[src/rtl/muldiv_pkg.sv]
// Shared definitions for the iterative M-extension multiply/divide unit:
// FSM states, funct3 op encodings and per-op signedness helpers.
package muldiv_pkg;

   typedef enum logic [1:0] {
      IDLE = 2'd0,
      CALC = 2'd1,
      DONE = 2'd2
   } muldivState_t;

   localparam logic [2:0] OP_MUL    = 3'b000;
   localparam logic [2:0] OP_MULH   = 3'b001;
   localparam logic [2:0] OP_MULHSU = 3'b010;
   localparam logic [2:0] OP_MULHU  = 3'b011;
   localparam logic [2:0] OP_DIV    = 3'b100;
   localparam logic [2:0] OP_DIVU   = 3'b101;
   localparam logic [2:0] OP_REM    = 3'b110;
   localparam logic [2:0] OP_REMU   = 3'b111;

   function automatic logic isDivOp(input logic [2:0] f3);
      return f3 inside {OP_DIV, OP_DIVU, OP_REM, OP_REMU};
   endfunction

   function automatic logic isRemOp(input logic [2:0] f3);
      return (f3 == OP_REM) || (f3 == OP_REMU);
   endfunction

   function automatic logic aIsSigned(input logic [2:0] f3);
      case (f3)
         OP_MULHU, OP_DIVU, OP_REMU: return 1'b0;
         default:                    return 1'b1;
      endcase
   endfunction

   function automatic logic bIsSigned(input logic [2:0] f3);
      case (f3)
         OP_MUL, OP_MULH, OP_DIV, OP_REM: return 1'b1;
         default:                         return 1'b0;
      endcase
   endfunction

endpackage

[src/rtl/muldiv_if.sv]
// EX-stage handshake between the pipeline (master) and the mul/div unit (slave).
interface muldiv_if #(
   parameter int XLEN = 32
);
   logic            start;
   logic            kill;
   logic [2:0]      funct3;
   logic [XLEN-1:0] a;
   logic [XLEN-1:0] b;
   logic [XLEN-1:0] result;
   logic            done;
   logic            busy;
   logic            stall_idex;
   logic            stall_exmem;

   modport master (
      output start, kill, funct3, a, b,
      input  result, done, busy, stall_idex, stall_exmem
   );

   modport slave (
      input  start, kill, funct3, a, b,
      output result, done, busy, stall_idex, stall_exmem
   );
endinterface

[src/rtl/muldiv_divstep.sv]
// One restoring-division step: shift the next dividend bit into the partial
// remainder and subtract the divisor if it fits.
module muldiv_divstep #(
   parameter int XLEN = 32
) (
   input  logic [XLEN-1:0] remIn,
   input  logic            bitIn,
   input  logic [XLEN-1:0] divisor,
   output logic [XLEN-1:0] remOut,
   output logic            qBit
);
   logic [XLEN-1:0] shiftedLow;
   logic            shiftedTop;

   // remIn < divisor, so a set top bit alone guarantees the divisor fits and
   // the XLEN-bit wrapped difference is the exact new remainder.
   always_comb begin
      shiftedTop = remIn[XLEN-1];
      shiftedLow = {remIn[XLEN-2:0], bitIn};
      qBit       = shiftedTop | (shiftedLow >= divisor);
      remOut     = qBit ? (shiftedLow - divisor) : shiftedLow;
   end
endmodule

[src/rtl/muldiv_unit.sv]
// Iterative RV32M multiply/divide unit: shift-add multiply retiring MUL_BPC bits
// per cycle, restoring divide one bit per cycle, sign fix-up on the way out.
module muldiv_unit
   import muldiv_pkg::*;
#(
   parameter int XLEN    = 32,
   parameter int MUL_BPC = 1
) (
   input  logic     clk,
   input  logic     reset,
   muldiv_if.slave  bus
);
   localparam int              CNT_W     = $clog2(XLEN + 1);
   localparam logic [CNT_W-1:0] MUL_STEPS = CNT_W'(XLEN / MUL_BPC);
   localparam logic [CNT_W-1:0] DIV_STEPS = CNT_W'(XLEN);
   localparam logic [XLEN-1:0]  MOST_NEG  = {1'b1, {(XLEN-1){1'b0}}};

   muldivState_t     stateReg;
   logic [CNT_W-1:0] cntReg;
   logic [2:0]       funct3Reg;
   logic             resSignReg;
   logic [XLEN-1:0]  accHiReg;
   logic [XLEN-1:0]  accLoReg;
   logic [XLEN-1:0]  opndReg;

   logic            aNeg, bNeg, divOp, divZero, divOvf, special, launchSign;
   logic [XLEN-1:0] aMag, bMag;

   always_comb begin
      aNeg       = aIsSigned(bus.funct3) & bus.a[XLEN-1];
      bNeg       = bIsSigned(bus.funct3) & bus.b[XLEN-1];
      aMag       = aNeg ? -bus.a : bus.a;
      bMag       = bNeg ? -bus.b : bus.b;
      divOp      = isDivOp(bus.funct3);
      divZero    = (bus.b == '0);
      divOvf     = aIsSigned(bus.funct3) && (bus.a == MOST_NEG) && (bus.b == '1);
      special    = divOp & (divZero | divOvf);
      launchSign = isRemOp(bus.funct3) ? aNeg : (aNeg ^ bNeg);
   end

   // Multiply: accHi accumulates, accLo holds the unconsumed multiplier bits and
   // fills from the top with finished low product bits as it shifts right.
   logic [XLEN+MUL_BPC-1:0] partial, mulSum;

   always_comb begin
      partial = {{MUL_BPC{1'b0}}, opndReg} * {{XLEN{1'b0}}, accLoReg[MUL_BPC-1:0]};
      mulSum  = {{MUL_BPC{1'b0}}, accHiReg} + partial;
   end

   // Divide: accHi is the partial remainder, accLo shifts the dividend out and
   // quotient bits in.
   logic [XLEN-1:0] remNext;
   logic            qBit;

   muldiv_divstep #(.XLEN(XLEN)) divStep (
      .remIn   (accHiReg),
      .bitIn   (accLoReg[XLEN-1]),
      .divisor (opndReg),
      .remOut  (remNext),
      .qBit    (qBit)
   );

   always_ff @(posedge clk or posedge reset) begin
      if (reset) begin
         stateReg   <= IDLE;
         cntReg     <= '0;
         funct3Reg  <= '0;
         resSignReg <= 1'b0;
         accHiReg   <= '0;
         accLoReg   <= '0;
         opndReg    <= '0;
      end else if (bus.kill) begin
         stateReg <= IDLE;
      end else begin
         case (stateReg)
            IDLE: begin
               if (bus.start) begin
                  funct3Reg <= bus.funct3;
                  opndReg   <= divOp ? bMag : aMag;
                  if (special) begin
                     // Final quotient/remainder are loaded raw; no iteration needed.
                     stateReg   <= DONE;
                     cntReg     <= '0;
                     resSignReg <= 1'b0;
                     accHiReg   <= divZero ? bus.a : '0;
                     accLoReg   <= divZero ? '1 : bus.a;
                  end else begin
                     stateReg   <= CALC;
                     cntReg     <= divOp ? DIV_STEPS : MUL_STEPS;
                     resSignReg <= launchSign;
                     accHiReg   <= '0;
                     accLoReg   <= divOp ? aMag : bMag;
                  end
               end
            end
            CALC: begin
               cntReg <= cntReg - CNT_W'(1);
               if (isDivOp(funct3Reg)) begin
                  accHiReg <= remNext;
                  accLoReg <= {accLoReg[XLEN-2:0], qBit};
               end else begin
                  accHiReg <= mulSum[XLEN+MUL_BPC-1:MUL_BPC];
                  accLoReg <= {mulSum[MUL_BPC-1:0], accLoReg[XLEN-1:MUL_BPC]};
               end
               if (cntReg == CNT_W'(1)) begin
                  stateReg <= DONE;
               end
            end
            DONE:    stateReg <= IDLE;
            default: stateReg <= IDLE;
         endcase
      end
   end

   logic [2*XLEN-1:0] prodFix;
   logic [XLEN-1:0]   divSel, divFix, resVal;

   always_comb begin
      prodFix = resSignReg ? -{accHiReg, accLoReg} : {accHiReg, accLoReg};
      divSel  = isRemOp(funct3Reg) ? accHiReg : accLoReg;
      divFix  = resSignReg ? -divSel : divSel;
      if (isDivOp(funct3Reg)) begin
         resVal = divFix;
      end else if (funct3Reg == OP_MUL) begin
         resVal = prodFix[XLEN-1:0];
      end else begin
         resVal = prodFix[2*XLEN-1:XLEN];
      end
   end

   logic stall;
   assign stall = ~reset & (((stateReg == IDLE) & bus.start & ~bus.kill) | (stateReg == CALC));

   assign bus.result      = (stateReg == DONE) ? resVal : '0;
   assign bus.done        = (stateReg == DONE);
   assign bus.busy        = (stateReg == CALC) || (stateReg == DONE);
   assign bus.stall_idex  = stall;
   assign bus.stall_exmem = stall;
endmodule

[src/flat_wrapper.sv]
// flat-port wrapper written by rule: the top's interface ports become plain ports
module muldiv_unit_flat import muldiv_pkg::*;
#(
   parameter int XLEN    = 32,
   parameter int MUL_BPC = 1
)
  (clk, reset, bus_start, bus_kill, bus_funct3, bus_a, bus_b, bus_result, bus_done, bus_busy, bus_stall_idex, bus_stall_exmem);
  muldiv_if #(.XLEN(XLEN)) bus_i ();
  input  logic clk;
  input  logic reset;
  input wire logic [$bits(bus_i.start)-1:0] bus_start;
  input wire logic [$bits(bus_i.kill)-1:0] bus_kill;
  input wire logic [$bits(bus_i.funct3)-1:0] bus_funct3;
  input wire logic [$bits(bus_i.a)-1:0] bus_a;
  input wire logic [$bits(bus_i.b)-1:0] bus_b;
  output wire logic [$bits(bus_i.result)-1:0] bus_result;
  output wire logic [$bits(bus_i.done)-1:0] bus_done;
  output wire logic [$bits(bus_i.busy)-1:0] bus_busy;
  output wire logic [$bits(bus_i.stall_idex)-1:0] bus_stall_idex;
  output wire logic [$bits(bus_i.stall_exmem)-1:0] bus_stall_exmem;
  assign bus_i.start = bus_start;
  assign bus_i.kill = bus_kill;
  assign bus_i.funct3 = bus_funct3;
  assign bus_i.a = bus_a;
  assign bus_i.b = bus_b;
  assign bus_result = bus_i.result;
  assign bus_done = bus_i.done;
  assign bus_busy = bus_i.busy;
  assign bus_stall_idex = bus_i.stall_idex;
  assign bus_stall_exmem = bus_i.stall_exmem;
  muldiv_unit #(.XLEN(XLEN), .MUL_BPC(MUL_BPC)) u_core (.clk(clk), .reset(reset), .bus(bus_i));
endmodule
[config.mk]
export PLATFORM = sky130hd
export DESIGN_NAME = muldiv_unit_flat
export DESIGN_NICKNAME = d
export VERILOG_FILES = /design/src/rtl/muldiv_pkg.sv /design/src/rtl/muldiv_if.sv /design/src/rtl/muldiv_divstep.sv /design/src/rtl/muldiv_unit.sv /design/src/flat_wrapper.sv
export SDC_FILE = /design/constraint.sdc
export NUM_CORES = 1
export LEC_CHECK = 0
export ABC_AREA = 1
export BUFFER_PORTS_ARGS = -buffer_cell sky130_fd_sc_hd__buf_2
export CAP_MARGIN = 20
export CORE_UTILIZATION = 25
export CTS_CLUSTER_DIAMETER = 60
export DETAILED_ROUTE_END_ITERATION = 10
export GPL_TIMING_DRIVEN = 0
export HOLD_SLACK_MARGIN = 0.02
export PLACE_DENSITY = 0.39
export SYNTH_ARGS = -nofsm -noshare
export SYNTH_HDL_FRONTEND = slang
export SYNTH_SLANG_ARGS = --single-unit
[constraint.sdc]
create_clock -name clk -period 5.6 [get_ports clk]
set_input_delay 1.12 -clock clk [delete_from_list [all_inputs] [get_ports clk]]
set_output_delay 1.12 -clock clk [all_outputs]
set_load 0.1 [all_outputs]
======== Word-level counts from Yosys, hierarchy flattened ========
Cells that the tools add are included.
cells by class
  add/subtract/negate cells ............... 7
  multiply operators ...................... 1
  order comparisons ....................... 1
  equality and inequality tests ........... 18
  muxes and demuxes ....................... 33
  bitwise gates (word level) .............. 12
  reductions and logical operators ........ 17
operators with widths
  kind                                                  count
  2-to-1 mux 32 bit                                     18
  case mux 32 bit (2 select lines)                      2
  negation 32 bit                                       3
  equality test 32 bit (second input constant)          2
  2-to-1 mux 64 bit                                     1
  negation 64 bit                                       1
  adder 32 x 33 -> 33 bit                               1
  multiplier 32 x 1 -> 33 bit                           1
  >= comparator 32 bit                                  1
  logical NOT 32 bit                                    1
  subtractor 32 bit                                     1
  equality test 3 bit (second input constant)           8
  2-to-1 mux 6 bit                                      2
  case mux 6 bit (2 select lines)                       1
  2-to-1 mux 2 bit                                      4
  nonzero test 4 bit                                    2
  bitwise AND 1 bit                                     6
  equality test 6 x 1 -> 1 bit (second input constant)  1
  logical NOT 3 bit                                     2
  AND reduction 3 bit                                   2
  subtractor 6 x 1 -> 6 bit (second input constant)     1
  2-to-1 mux 1 bit                                      4
  case mux 2 bit (2 select lines)                       1
  OR reduction 4 bit                                    1
  other kinds (16)                                      22
storage, ports and cells
  bits in registers ....................... 108
  input port bits ......................... 71
  output and inout bits ................... 36

======== Logic depth before layout (Yosys ltp) ========
Gate-level depths: netlist of the first run.
  depth in word-level cells ............... 11
  gate-level depth with buffers ........... 19

======== By module ========
A second synthesis of the first run with hierarchy kept.
unflattened totals
  cell total of the unflattened synthesis .. 3430
  area, all modules ....................... 18103.6 µm²
by module, submodules not included
  module          instances  cells an instance  area each (µm²)  seq. area each (µm²)
  muldiv_unit     1          2766               14960.6          2702.6
  muldiv_divstep  1          664                3143.0           0.0

======== Worst setup path before layout of the first run ========
OpenSTA, ideal clock, no wires.
  path kind ............................... reg-to-output
  start point ............................. register u_core.accLoReg[0]
  end point ............................... output port bus_result[2]
  arrival time ............................ 3.813 ns
  data required time ...................... 4.480 ns
  slack ................................... 0.667 ns
  cell stages (with the launch flop) ...... 16
  cell sequence ........................... dfrtp_1 -> buf_2 -> inv_2 -> ha_1 -> inv_1 -> nor3_4 -> nand2_1 -> nor2_2 -> nand3_1 -> nor2_1 -> nor2_1 -> inv_1 -> nand2_1 -> nand3_1 -> a21oi_1 -> nor3_1
on the way
  cells in the longest elaborated chain, start to end .. 5
RTL lines
  what                                                         line                                    RTL
  start, declared                                              muldiv_unit.sv:23                       logic [XLEN-1:0] accLoReg;
  start signal, assigned                                       muldiv_unit.sv:86                       accLoReg <= divZero ? '1 : bus.a;
  start signal, assigned                                       muldiv_unit.sv:92                       accLoReg <= divOp ? aMag : bMag;
  start signal, assigned                                       muldiv_unit.sv:100                      accLoReg <= {accLoReg[XLEN-2:0], qBit};
  negation 64 bit / 2-to-1 mux 32 bit (equally long branches)  muldiv_unit.sv:119, muldiv_unit.sv:120
  2-to-1 mux 64 bit / negation 32 bit (equally long branches)  muldiv_unit.sv:119, muldiv_unit.sv:121
  2-to-1 mux 32 bit (on tied branches)                         muldiv_unit.sv:124, muldiv_unit.sv:121
  2-to-1 mux 32 bit (*)                                        muldiv_unit.sv:122                      if (isDivOp(funct3Reg)) begin
  2-to-1 mux 32 bit (*)                                        muldiv_unit.sv:134                      assign bus.result = (stateReg == DONE) ? resVal : '0;
  end, declared                                                flat_wrapper.sv:16                      output wire logic [$bits(bus_i.result)-1:0] bus_result;
Mark *: on every way between the ends. The rest lies on a longest branch, timed or not.

======== Worst setup path in the final report of the first run ========
  start point ............................. register u_core.funct3Reg[2]
  end point ............................... output port bus_result[29]
on the way
  cells in the longest elaborated chain, start to end .. 7
RTL lines
  what                    line                                RTL
  start, declared         muldiv_unit.sv:20                   logic [2:0] funct3Reg;
  start signal, assigned  muldiv_unit.sv:78                   funct3Reg <= bus.funct3;
  equality test 3 bit     muldiv_pkg.sv:21, muldiv_pkg.sv:25
  logical OR 1 bit        muldiv_pkg.sv:25                    return (f3 == OP_REM) || (f3 == OP_REMU);
  2-to-1 mux 32 bit       muldiv_unit.sv:120                  divSel = isRemOp(funct3Reg) ? accHiReg : accLoReg;
  negation 32 bit         muldiv_unit.sv:121                  divFix = resSignReg ? -divSel : divSel;
  2-to-1 mux 32 bit       muldiv_unit.sv:121
  2-to-1 mux 32 bit (*)   muldiv_unit.sv:122
  2-to-1 mux 32 bit (*)   muldiv_unit.sv:134
Marks and branches as above.

==> impl_metrics.yaml, run 1 <==
timing:
  period_minus_slack_ns: 5.01
  slew_headroom_pct: 28.0
  setup_viol: 0
  tightest_slew_ns: 1.08
  finClkSkew_ns: 0.0176
  setup_ws_ns: 0.587
  hold_viol: 0
  rsz0062_at_grt: "no"
  report.final.slew_viol_count: 0
  max_freq_mhz: 199
  post-route-period-util_pct: 89.5
clock_tree:
  htreeDepth: 3
  cts_sinks: 108
  cts_tree: "done"
  cts-root-buf: "clkbuf_16"
  ctsResizeCount: 0
  insertion_delay_ns: 0.40
  cts_inserted_buffers: 9
  holdBufCountCts: 0
  cts_buffer_depth: 2
  cts.clk_slew.worst_paths_ns: 0.08
  cts_setup_buffers: 0
die:
  num_rows: 99
  dieHeight_um: 273
  die_w_um: 273
  ios: 107
  die-area_sq_um: 74600
  design.core.area_sq_um: 72800
  initial_utilization_pct: 25.2
global_routing:
  antenna_found_initial: 0
  grt_max_degree: 81
  gr-total-overflow: 0
  grt_pass1_vias: 21995
  grt_pass1_wl_um: 155000
  grt_usage_pct: 28.7
critical_path:
  max_stage_delay_ns: 0.71
  required_ns: 4.48
  r2r_cells: 18
  crit_arrival_ns: 3.89
  rrSetupSlack_ns: 1.86
  crit-reg2reg-launch: "u_core.accLoReg[31]"
  crit_path_start_kind: "flop"
  crit_fanout: 10
  critPathTopFamily: "buffers and inverters"
  cpMostUsedCell: "clkbuf_1"
  reg2reg_to: "u_core.accHiReg[28]"
  worst-path-buf-inv: 5
  worstSetupPathType: "flop to output pin"
  end_kind: "output pin"
  cp_slowest_cell: "clkinv_1"
  path_cells: "clkbuf_1 > clkinv_1 > clkbuf_1 > clkbuf_1 > nand2_1 > nand2_1 > nor2_1 > buf_2"
routing:
  drc: 0
  first_pass_iters: 6
  ant_nets: 0
  dr.first_iter.drc_count: 2221
  routedWlPerCell_um: 23.7
  via_per_inst: 5.05
  vias: 23025
  wl_um: 108000
layout:
  multi_input_comb_area_sq_um: 13200
  drive_above_1_share_pct: 6.37
  antenna_cells: 0
  nFillCells: 8782
  seqCellArea_sq_um: 2700
  syn_to_final_growth_pct: 11.2
  final_area_sq_um: 20400
  final_nets: 3739
logic_synthesis:
  seq_area_frac_synth_pct: 14.7
  synth-xor-area-share_pct: 2.86
  synth_simple_gate_area_share_pct: 47.1
  ys.flop_type: "dfrtp_1"
  netlist_top_cells_area: "nand2_1, dfrtp_1, inv_1"
  ys_types: 56
  synth-compound-area-share_pct: 16.7
  synth-seq-cells: 108
  synth_top_family_by_area: "simple AND/OR/NAND/NOR gates"
  yosys_warnings: 0
  syn_inst: 3474
  synth_fa_ha_area_share_pct: 5.25
  avgSynthCellArea_sq_um: 5.29
  ys_async_sr_fraction_pct: 100
  yosysMostFrequentCell: "nand2_1"
  yosys-top-cells-count: "nand2_1, inv_1, nor2_1"
  synth_top_cell_by_area: "nand2_1"
  synth_enable_flop_cells: 0
  synth_top_area_share_pct: 24.9
  synth_nets: 3621
  synthMuxAreaShare_pct: 0
  synth_area_sq_um: 18400
hold_path:
  hold_class: "flop to flop"
  whs_path_depth: 1
  hp-start: "u_core.cntReg[3]"
  hold_path_end: "u_core.cntReg[3]"
pwr:
  ir_drop_mv: 0.241
  p_per_area_nw_per_um2: 721
  power_leakage_nw: 10.7
placement:
  port_buffers: 106
  dp_hpwl_um: 93200
  pre_cts_slack_ns: 0.927
  place_area_sq_um: 20200
  gp_congestion: 1.03
flow_run:
  drv_cap: 0
status:
  outcome: "complete, no violations"
cells in the final DEF (no fill, tap or decap), types with 10 or more instances in the layout:
cell type / netlist / layout
nand3_1: 300 / 300
buf_2: 14 / 120
o211ai_1: 16 / 16
xor2_1: 57 / 57
nand3b_1: 17 / 17
o21ai_2: 11 / 11
a21boi_1: 34 / 34
o21ai_0: 202 / 202
o21ai_1: 34 / 34
ha_1: 74 / 74
nor3_1: 40 / 39
nand2_1: 1219 / 1219
inv_1: 502 / 501
a21oi_1: 179 / 179
buf_6: 10 / 10
nor2_2: 16 / 16
dfrtp_1: 108 / 108
nor2_1: 362 / 362
nand4_1: 60 / 60
o21bai_1: 11 / 11
clkbuf_1: 75 / 76
o221ai_1: 17 / 17
per-layer routing:
layer  wire length [um]  global-route usage (%)  share of wire, %
met4               4160                    10.7               3.9
met3               5920                    2.78               5.5
met5                  0                       0                 0
met1              49900                    39.7                46
met2              48100                    46.0                44
state kept, by name, indices dropped and copies added, names as in the netlist:
register           count
u_core.resSignReg      1
u_core.cntReg          6
u_core.accLoReg       32
u_core.opndReg        32
u_core.funct3Reg       3
u_core.stateReg        2
u_core.accHiReg       32
cells by family (layout without fill, tap and decap cells):
logic type,Yosys count,in the layout
compound gates,541,541
xor+xnor,60,60
flops,108,108
simple gates,2063,2063
fa+ha+maj,76,76
buf+inv,626,749
final cells by class:
cell class                      instances  area share, %
Tap cell                              959           5.87
Multi-Input combinational cell       2740           64.7
Buffer                                112           2.62
Clock buffer                           10           1.12
Timing Repair Buffer                  107           2.73
Clock inverter                          6          0.275
Inverter                              514           9.46
Sequential cell                       108           13.2
worst max-delay path by stage:
stage,endpoint,start,slack (ns),cells after the start
after CTS,bus_result[29],u_core.funct3Reg[2],0.49,8
after detailed placement,bus_result[29],u_core.funct3Reg[2],0.93,8
after global routing,bus_result[6],u_core.accLoReg[0],0.40,14
after floorplan,bus_result[2],u_core.accLoReg[0],0.67,15
final,bus_result[29],u_core.funct3Reg[2],0.59,8
after global placement,u_core.opndReg[13],reset,-0.18,2
power by group:
group | leakage, nW | internal [mW] | switching, mW
combinational | 9.32 | 3.32 | 8.73
sequential | 1.28 | 1.16 | 0.862
clock | 0.137 | 0.312 | 0.358
total | 10.7 | 4.80 | 9.95
stage by stage:
step	total power, mW	std cells	hold slack, ns	util [%]	setup TNS, ns
2_1_floorplan	9.49	3474	0.434	-	0
3_3_place_gp	14.0	4539	0.455	27.6	-16.74
3_5_place_dp	13.9	4540	0.456	27.7	0
4_1_cts	14.6	4556	0.468	28.1	0
5_1_grt	16.0	4556	0.502	28.1	0
6_report	14.7	4556	0.465	28.1	0
Power figures use the tool's default switching activity.
==> run 2: changes to the inputs <==
CTS_BUF_LIST = sky130_fd_sc_hd__clkbuf_16   (was default)
==> run 2 against run 1 <==
  * Via count is essentially flat
  * Core utilization is the same
  * Cell count is the same
  * Clock power is essentially flat
  * Non-clock buffer count is the same
  * Sequential power is essentially flat
  * Global-route usage is the same
  * Final area is the same
  * Critical path depth is the same
  * Highest routed layer unchanged
  * Clock skew is essentially flat
  * Die area is the same
  * Flip-flop and latch count is the same
  * Critical path type unchanged
==> impl_metrics.yaml, run 2 (same netlist as run 1, synthesis figures left out) <==
routing:
  dr_wl_met2_um: 48000
  wl_um: 108000
  via_per_inst: 5.06
  dr.first_iter.drc_count: 2221
  wl_met1_um: 50000
  routedWlPerCell_um: 23.7
  dr_wl_met3_um: 5870
  top_layer_used: "met4"
  first_pass_iters: 6
  drc: 0
  vias: 23033
  ant_nets: 0
die:
  design.core.area_sq_um: 72800
  die-area_sq_um: 74600
  num_rows: 99
  initial_utilization_pct: 25.2
  dieHeight_um: 273
  ios: 107
  die_w_um: 273
timing:
  max_freq_mhz: 199
  post-route-period-util_pct: 89.5
  finClkSkew_ns: 0.0176
  report.final.slew_viol_count: 0
  setup_ws_ns: 0.586
  slew_headroom_pct: 27.8
  whs_ns: 0.465
  tns_ns: 0
  period_minus_slack_ns: 5.01
  hold_viol: 0
  setup_viol: 0
  tightest_slew_ns: 1.08
  rsz0062_at_grt: "no"
critical_path:
  crit-reg2reg-launch: "u_core.accLoReg[31]"
  r2r_cells: 18
  end_kind: "output pin"
  crit_fanout: 10
  crit_end: "bus_result[29]"
  rrSetupSlack_ns: 1.85
  cp_slowest_cell: "clkinv_1"
  crit_arrival_ns: 3.89
  critPathLaunch: "u_core.funct3Reg[2]"
  cpMostUsedCell: "clkbuf_1"
  path_cells: "clkbuf_1 > clkinv_1 > clkbuf_1 > clkbuf_1 > nand2_1 > nand2_1 > nor2_1 > buf_2"
  required_ns: 4.48
  reg2reg_to: "u_core.accHiReg[28]"
  crit_path_start_kind: "flop"
  worstSetupPathType: "flop to output pin"
  max_stage_delay_ns: 0.71
hold_path:
  hold_class: "flop to flop"
placement:
  dp_hpwl_um: 93200
  dp_cells: 4540
  port_buffers: 106
  pre_cts_slack_ns: 0.927
  gp_congestion: 1.03
  place_area_sq_um: 20200
global_routing:
  grt_usage_pct: 28.7
  grt_pass1_wl_um: 155000
  grt_pass1_vias: 21995
  grt_max_degree: 81
  antenna_found_initial: 0
  gr-total-overflow: 0
clock_tree:
  insertion_delay_ns: 0.40
  cts_tree: "done"
  cts.clk_slew.worst_paths_ns: 0.08
  holdBufCountCts: 0
  htreeDepth: 3
  ctsResizeCount: 0
  cts_inserted_buffers: 9
  cts_setup_buffers: 0
  cts-root-buf: "clkbuf_16"
  cts_buffer_depth: 2
  cts_sinks: 108
layout:
  layout_common_cells: "nand2_1, inv_1, nor2_1"
  final_common_cell: "nand2_1"
  syn_to_final_growth_pct: 11.2
  final_area_sq_um: 20400
  top_regs: "u_core.accHiReg: 32 flops, u_core.accLoReg: 32 flops, u_core.opndReg: 32 flops"
  drive_above_1_share_pct: 6.37
  antenna_cells: 0
  layoutNonFillerInstCount: 4556
  utilization_pct: 28.1
  final_nets: 3739
pwr:
  p_per_area_nw_per_um2: 721
  power_leakage_nw: 10.8
  p_total_mw: 14.7
  ir_drop_mv: 0.242
flow_run:
  drv_cap: 0
status:
  outcome: "complete, no violations"
## run 2: power by group
part / switching (mW) / internal (mW) / total, mW
clock: 0.359 / 0.311 / 0.669
sequential: 0.861 / 1.16 / 2.02
combinational: 8.73 / 3.33 / 12.1
## run 2: critical path: cells and delay by family (launching register included)
kind / cells / cell delay [ns]
flip-flops: 1 / 0.39
buffers and inverters: 5 / 2.64
AND/OR/NAND/NOR: 3 / 0.44
## run 2: worst min path at each step
stage                     startpoint               end  slack [ns]  cells past startpoint
floorplan           u_core.cntReg[3]  u_core.cntReg[3]        0.43                      1
global placement    u_core.cntReg[3]  u_core.cntReg[3]        0.46                      1
detailed placement  u_core.cntReg[3]  u_core.cntReg[3]        0.46                      1
CTS                 u_core.cntReg[3]  u_core.cntReg[3]        0.47                      1
global route        u_core.cntReg[3]  u_core.cntReg[3]        0.50                      1
finish              u_core.cntReg[3]  u_core.cntReg[3]        0.47                      1
## run 2: final cells by class
| class | count | area [sq um] |
|---|---|---|
| Buffer | 112 | 536 |
| Sequential cell | 108 | 2700 |
| Multi-Input combinational cell | 2740 | 13200 |
| Timing Repair Buffer | 107 | 558 |
| Clock inverter | 7 | 60.1 |
| Tap cell | 959 | 1200 |
| Clock buffer | 9 | 225 |
| Inverter | 514 | 1930 |
| Fill cell | 8782 | 52400 |
## run 2: metal layers
layer | vias up | global-route usage, %
li1 | 11328 | -
met1 | 10751 | 39.7
met2 | 822 | 46.0
met3 | 132 | 2.78
met4 | 0 | 10.7
met5 | - | 0
